==> src/rtl/sr_latch_driver_if.sv <==
// Command and latch-drive bundle between a command source (master) and sr_latch_driver (slave).
// cmd_valid/cmd_ready: a command transfers on a rising edge where both are high; cmd_op is only meaningful then.
interface sr_latch_driver_if;
    logic       cmd_valid;
    logic [1:0] cmd_op;
    logic       cmd_ready;
    logic       S;
    logic       R;
    logic       En;
    logic       Q_fb;
    logic       notQ_fb;
    logic       q_exp;
    logic       done;
    logic       err;
    logic [2:0] dbg_state;

    modport master (
        output cmd_valid,
        output cmd_op,
        output Q_fb,
        output notQ_fb,
        input  cmd_ready,
        input  S,
        input  R,
        input  En,
        input  q_exp,
        input  done,
        input  err,
        input  dbg_state
    );

    modport slave (
        input  cmd_valid,
        input  cmd_op,
        input  Q_fb,
        input  notQ_fb,
        output cmd_ready,
        output S,
        output R,
        output En,
        output q_exp,
        output done,
        output err,
        output dbg_state
    );
endinterface

==> src/rtl/sr_latch_driver.sv <==
// Sequences S/R/En for a gated SR latch: setup, enable pulse, hold, settle, check.
// Optional macro SR_DRV_CHECK_EN enables the Q/notQ feedback comparison; otherwise err is tied low.
module sr_latch_driver #(
    parameter int PULSE_CYCLES  = 2,
    parameter int SETTLE_CYCLES = 1,
    parameter int CNT_W         = 4
) (
    input logic              Clk,
    input logic              Rst,
    sr_latch_driver_if.slave bus
);

    localparam logic [2:0] ST_IDLE   = 3'd0;
    localparam logic [2:0] ST_SETUP  = 3'd1;
    localparam logic [2:0] ST_PULSE  = 3'd2;
    localparam logic [2:0] ST_HOLD   = 3'd3;
    localparam logic [2:0] ST_SETTLE = 3'd4;
    localparam logic [2:0] ST_CHECK  = 3'd5;

    localparam logic [CNT_W-1:0] PULSE_LOAD  = CNT_W'(PULSE_CYCLES - 1);
    localparam logic [CNT_W-1:0] SETTLE_LOAD = (SETTLE_CYCLES > 0) ? CNT_W'(SETTLE_CYCLES - 1) : '0;

    logic [2:0]       state_q, state_d;
    logic [CNT_W-1:0] cnt_q, cnt_d;
    logic             s_drv_q, s_drv_d;
    logic             r_drv_q, r_drv_d;
    logic             t_q, t_d;
    logic             s_q, s_d;
    logic             r_q, r_d;
    logic             en_q, en_d;
    logic             q_exp_q, q_exp_d;
    logic             done_q, done_d;
    logic             err_q, err_d;

    logic accept;
    logic eff_set;
    logic eff_reset;
    logic tgt;
    logic drive_sr;

    assign accept = bus.cmd_valid && (state_q == ST_IDLE);

    // Toggle resolves against the value the latch should hold now, so S and R stay exclusive.
    always_comb begin
        eff_set   = 1'b0;
        eff_reset = 1'b0;
        tgt       = q_exp_q;
        case (bus.cmd_op)
            2'b01: begin
                eff_set = 1'b1;
                tgt     = 1'b1;
            end
            2'b10: begin
                eff_reset = 1'b1;
                tgt       = 1'b0;
            end
            2'b11: begin
                eff_set   = ~q_exp_q;
                eff_reset = q_exp_q;
                tgt       = ~q_exp_q;
            end
            default: begin
                eff_set   = 1'b0;
                eff_reset = 1'b0;
                tgt       = q_exp_q;
            end
        endcase
    end

    always_comb begin
        state_d = state_q;
        cnt_d   = cnt_q;
        case (state_q)
            ST_IDLE: begin
                if (accept) begin
                    state_d = ST_SETUP;
                end
            end
            ST_SETUP: begin
                state_d = ST_PULSE;
                cnt_d   = PULSE_LOAD;
            end
            ST_PULSE: begin
                if (cnt_q == '0) begin
                    state_d = ST_HOLD;
                end else begin
                    cnt_d = cnt_q - 1'b1;
                end
            end
            ST_HOLD: begin
                if (SETTLE_CYCLES > 0) begin
                    state_d = ST_SETTLE;
                    cnt_d   = SETTLE_LOAD;
                end else begin
                    state_d = ST_CHECK;
                end
            end
            ST_SETTLE: begin
                if (cnt_q == '0) begin
                    state_d = ST_CHECK;
                end else begin
                    cnt_d = cnt_q - 1'b1;
                end
            end
            ST_CHECK: begin
                state_d = ST_IDLE;
            end
            default: begin
                state_d = ST_IDLE;
                cnt_d   = '0;
            end
        endcase
    end

    always_comb begin
        s_drv_d = s_drv_q;
        r_drv_d = r_drv_q;
        t_d     = t_q;
        if (accept) begin
            s_drv_d = eff_set;
            r_drv_d = eff_reset;
            t_d     = tgt;
        end
    end

    // Drive outputs are registered from the next state so they line up with the state they belong to.
    always_comb begin
        drive_sr = (state_d == ST_SETUP) || (state_d == ST_PULSE) || (state_d == ST_HOLD);
        s_d      = drive_sr & s_drv_d;
        r_d      = drive_sr & r_drv_d;
        en_d     = (state_d == ST_PULSE);
        done_d   = (state_d == ST_CHECK);
        q_exp_d  = q_exp_q;
        if ((state_q == ST_PULSE) && (state_d == ST_HOLD)) begin
            q_exp_d = t_q;
        end
    end

`ifdef SR_DRV_CHECK_EN
    always_comb begin
        err_d = err_q;
        if (state_q == ST_CHECK) begin
            err_d = (bus.Q_fb != q_exp_q) | (bus.notQ_fb != ~q_exp_q);
        end
    end
`else
    logic unused_fb;
    assign unused_fb = bus.Q_fb ^ bus.notQ_fb ^ err_q;
    assign err_d     = 1'b0;
`endif

    always_ff @(posedge Clk) begin
        if (Rst) begin
            state_q <= ST_IDLE;
            cnt_q   <= '0;
            s_drv_q <= 1'b0;
            r_drv_q <= 1'b0;
            t_q     <= 1'b0;
            s_q     <= 1'b0;
            r_q     <= 1'b0;
            en_q    <= 1'b0;
            q_exp_q <= 1'b0;
            done_q  <= 1'b0;
            err_q   <= 1'b0;
        end else begin
            state_q <= state_d;
            cnt_q   <= cnt_d;
            s_drv_q <= s_drv_d;
            r_drv_q <= r_drv_d;
            t_q     <= t_d;
            s_q     <= s_d;
            r_q     <= r_d;
            en_q    <= en_d;
            q_exp_q <= q_exp_d;
            done_q  <= done_d;
            err_q   <= err_d;
        end
    end

    assign bus.cmd_ready = (state_q == ST_IDLE);
    assign bus.S         = s_q;
    assign bus.R         = r_q;
    assign bus.En        = en_q;
    assign bus.q_exp     = q_exp_q;
    assign bus.done      = done_q;
    assign bus.err       = err_q;
    assign bus.dbg_state = state_q;

endmodule

==> src/flat_wrapper.sv <==
// flat-port wrapper written by rule: the top's interface ports become plain ports
module sr_latch_driver_flat 
#(
    parameter int PULSE_CYCLES  = 2,
    parameter int SETTLE_CYCLES = 1,
    parameter int CNT_W         = 4
)
  (Clk, Rst, bus_cmd_valid, bus_cmd_op, bus_Q_fb, bus_notQ_fb, bus_cmd_ready, bus_S, bus_R, bus_En, bus_q_exp, bus_done, bus_err, bus_dbg_state);
  sr_latch_driver_if bus_i ();
  input logic Clk;
  input logic Rst;
  input wire logic [$bits(bus_i.cmd_valid)-1:0] bus_cmd_valid;
  input wire logic [$bits(bus_i.cmd_op)-1:0] bus_cmd_op;
  input wire logic [$bits(bus_i.Q_fb)-1:0] bus_Q_fb;
  input wire logic [$bits(bus_i.notQ_fb)-1:0] bus_notQ_fb;
  output wire logic [$bits(bus_i.cmd_ready)-1:0] bus_cmd_ready;
  output wire logic [$bits(bus_i.S)-1:0] bus_S;
  output wire logic [$bits(bus_i.R)-1:0] bus_R;
  output wire logic [$bits(bus_i.En)-1:0] bus_En;
  output wire logic [$bits(bus_i.q_exp)-1:0] bus_q_exp;
  output wire logic [$bits(bus_i.done)-1:0] bus_done;
  output wire logic [$bits(bus_i.err)-1:0] bus_err;
  output wire logic [$bits(bus_i.dbg_state)-1:0] bus_dbg_state;
  assign bus_i.cmd_valid = bus_cmd_valid;
  assign bus_i.cmd_op = bus_cmd_op;
  assign bus_i.Q_fb = bus_Q_fb;
  assign bus_i.notQ_fb = bus_notQ_fb;
  assign bus_cmd_ready = bus_i.cmd_ready;
  assign bus_S = bus_i.S;
  assign bus_R = bus_i.R;
  assign bus_En = bus_i.En;
  assign bus_q_exp = bus_i.q_exp;
  assign bus_done = bus_i.done;
  assign bus_err = bus_i.err;
  assign bus_dbg_state = bus_i.dbg_state;
  sr_latch_driver #(.PULSE_CYCLES(PULSE_CYCLES), .SETTLE_CYCLES(SETTLE_CYCLES), .CNT_W(CNT_W)) u_core (.Clk(Clk), .Rst(Rst), .bus(bus_i));
endmodule
==> config.mk <==
export PLATFORM = sky130hd
export DESIGN_NAME = sr_latch_driver_flat
export DESIGN_NICKNAME = d
export VERILOG_FILES = /design/src/rtl/sr_latch_driver_if.sv /design/src/rtl/sr_latch_driver.sv /design/src/flat_wrapper.sv
export SDC_FILE = /design/constraint.sdc
export NUM_CORES = 1
export LEC_CHECK = 0
export BUFFER_PORTS_ARGS = -buffer_cell sky130_fd_sc_hd__buf_2
export CAP_MARGIN = 20
export CORE_MARGIN = 3
export CORE_UTILIZATION = 51
export CTS_CLUSTER_SIZE = 14
export DETAILED_ROUTE_END_ITERATION = 7
export PLACE_DENSITY = 0.75
export SLEW_MARGIN = 20
export SYNTH_ARGS = -nofsm -noshare
export SYNTH_HDL_FRONTEND = slang
export SYNTH_SLANG_ARGS = --single-unit
==> constraint.sdc <==
create_clock -name Clk -period 2.25 [get_ports Clk]
set_clock_uncertainty 0.15 [all_clocks]
set_input_delay 0.45 -clock Clk [delete_from_list [all_inputs] [get_ports Clk]]
set_output_delay 0.45 -clock Clk [all_outputs]
set_load 0.1 [all_outputs]
==> results.tsv <==
stage	metric	value	unit
outcome	status	completed	
logic_synthesis	Post-synth EDFFs	0	
sta	Setup violations, final	0	
clock_tree	post-cts resize count	0	
logic_synthesis	Yosys top cell by area	dfxtp_1	
routing	antenna viol nets, final	0	
clock_tree	Num CTS Buffers	3	
placed_design	post-DP HPWL	1083	um
global_route	antenna violations before repair	0	
die	Rows	13	
sta	Final Slew Violations	0	
sta	minimum clock period	1932	ps
cells_and_area	fillers	114	
die	die area	2093	um2
routing	TritonRoute pass-1 iters	4	
placed_design	RePlAce Congestion	0.6862	
clock_tree	Sink Count	15	
cells_and_area	post-layout net count	110	
clock_tree	CTS tree	yes	
routing	initial DRC count	15	
global_route	aggregate global routing overflow	0	
clock_tree	clock-pin transition on the worst setup and hold timing paths	90	ps
power	Peak VDD IR	0.0005825	V
global_route	GRT Util Overall	0.1859	
placed_design	pre-CTS setup slack	479.7	ps
global_route	first-pass GRT wire length	2628	um
logic_synthesis	Cell Area, Synth	805.8	um2
sta	Hold Violations, Final	0	
global_route	vias in the first global route	592	
logic_synthesis	Ys Warns	0	
sta	Fmax	517.6	MHz
clock_tree	# Post-CTS Setup Buffers	0	
die	io pins	17	
routing	routed length per instance	13.77	um
power	pwr dens	1010	nW/um2
placed_design	PortBufs	13	
cells_and_area	Synth-to-Final Area Change	10.87	%
min_path	worst hold path type	input port to flip-flop	
logic_synthesis	Synth Register Bits	15	
logic_synthesis	net count after synthesis	99	
flow_run	maxcap violations	0	
setup_path	Critical Path Start Type	flip-flop	
die	core footprint	1383	um2
logic_synthesis	Gate Count Post-Synth	90	
setup_path	Crit. End Element	output pin	
routing	DRT Wirelength	1583	um
setup_path	Critical Path RT	1650	ps
setup_path	CP Data Arrival Time	1330	ps
clock_tree	Worst-Skew Late Latency	290	ps
sta	Setup WS post-layout	318.0	ps
logic_synthesis	Synth Flop Type	dfxtp_1	
clock_tree	Clock Path Buffers	2	
clock_tree	H-tree depth	1	
setup_path	critical path peak fanout	15	
setup_path	critical path class	flip-flop to output pin	
power	Pleak	0.3959	nW
routing	routed vias	669	
cells_and_area	layout cells sized above 1	0.2500	
global_route	largest net degree at the start of global routing	20	
die	die height	45.75	um
logic_synthesis	Yosys top cell area share	0.3727	
logic_synthesis	top post-synthesis cells by area	dfxtp_1 37%, mux2i_1 5.0%, nand2b_1 3.9%	
die	Initial Util	0.5828	
logic_synthesis	syn avg cell area	8.953	um2
routing	DRC errors left	0	
die	Die Width	45.75	um
cells_and_area	Ant. Diodes	0	
sta	RSZ-0062 raised after global routing	false	
logic_synthesis	Async SR Flop Fraction	0	
logic_synthesis	post-synthesis sequential area ratio	0.3727	
clock_tree	root buf cell	clkbuf_4	
sta	TNS Setup	0	ps
clock_tree	cts hold-fix bufs	0	
routing	via-per-instance ratio	5.817	
logic_synthesis	count of different cell masters after synthesis	36	
sta	final period utilization	0.8587	
==> synthesized netlist by cell type, drive strengths merged (2+ instances only) <==
master	n
nand3	5
dfxtp	15
clkbuf	2
mux2i	4
ha	2
nand2b	5
nor2b	4
nor4b	3
a21oi	5
o211ai	3
xor2	2
nand2	2
buf	5
or3b	3
inv	4
o21ai	2
nor2	7
nand3b	2
o211a	2
nor3	3
==> layout make-up <==
type | count | area (um2) | area share
flip-flops and latches | 15 | 306.5 | 0.3431
multi-input cells | 64 | 461.7 | 0.5168
inverters | 4 | 15.01 | 0.01681
well taps | 15 | 18.77 | 0.02101
clock buffers | 4 | 26.28 | 0.02941
repair buffers | 13 | 65.06 | 0.07283
==> cells in the final DEF (no fill, tap or decap), types with 2 or more instances in the layout <==
master    count
or3b_2        2
nand2_1       2
buf_2        13
o21ai_0       2
ha_1          2
mux2i_1       4
o211ai_1      2
dfxtp_2       2
nor4b_1       2
o211a_1       2
dfxtp_1      12
nand3_1       5
inv_1         4
clkbuf_4      3
a21oi_1       5
nand3b_1      2
nor3_1        2
xor2_1        2
nor2b_1       4
nor2_1        7
nand2b_1      5
==> path summary, 6_finish.rpt <==
path,from,end,slack [ps],depth (start not counted)
setup reg to reg,u_core.cnt_q[0]$_SDFFE_PP0P_,u_core.cnt_q[0]$_SDFFE_PP0P_,450,5
setup / recovery,u_core.bus.dbg_state[2]$_SDFF_PP0_,bus_cmd_ready,320,2
hold / removal,bus_cmd_op[0],u_core.t_q$_SDFFE_PP0P_,310,3
hold reg to reg,u_core.t_q$_SDFFE_PP0P_,u_core.bus.q_exp$_SDFFE_PP0P_,340,2
==> power breakdown <==
group | internal, mW | leakage [nW] | switching (mW)
sequential | 0.301 | 0.124 | 0.0515
clock | 0.0690 | 0.0150 | 0.0911
combinational | 0.127 | 0.257 | 0.263
total | 0.496 | 0.396 | 0.405
==> stage by stage <==
stage	utilization	std cells	power [mW]	cell area, um2	hold WS (ps)
2_1_floorplan	-	90	0.7104	824.5	294.1
3_3_place_gp	0.6271	111	0.7389	867.1	316.8
6_report	0.6462	115	0.9019	893.4	314.5
4_1_cts	0.6462	115	0.9014	893.4	308.9
3_5_place_dp	0.6271	111	0.7440	867.1	328.9
5_1_grt	0.6462	115	0.9645	893.4	309.1
==> routing by layer <==
metal / global-route usage / vias to the layer above / wire [um]
met3: 0.08300 / 5 / 96
met1: 0.2415 / 309 / 798
met2: 0.2563 / 16 / 659
li1: - / 339 / -
met5: 0 / - / 0
met4: 0.09659 / 0 / 28
==> state kept, by name, indices dropped and copies added, names as in the netlist <==
signal                flops
u_core.bus.q_exp          1
u_core.bus.En             1
u_core.bus.S              1
u_core.bus.dbg_state      3
u_core.bus.done           1
u_core.cnt_q              4
u_core.r_drv_q            1
u_core.bus.R              1
u_core.s_drv_q            1
u_core.t_q                1
==> critical path: stages, from the launching register on <==
cell	delay (ps)
dfxtp_2	430
nor3_4	170
buf_2	440
==> logic make-up (layout without fill, tap and decap cells) <==
| family | count (synthesis) | after routing | synth area share |
|---|---|---|---|
| AOI/OAI and AO/OA | 18 | 18 | 0.1662 |
| other | 1 | 1 | 0.004654 |
| buffers and inverters | 11 | 21 | 0.06832 |
| and+or+nand+nor | 37 | 37 | 0.2857 |
| muxes | 4 | 4 | 0.04969 |
| DFF | 15 | 15 | 0.3727 |
| xor gates and xnor gates | 2 | 2 | 0.02174 |
| adders and majority gates | 2 | 2 | 0.03105 |
(Power assumes the default switching activity.)
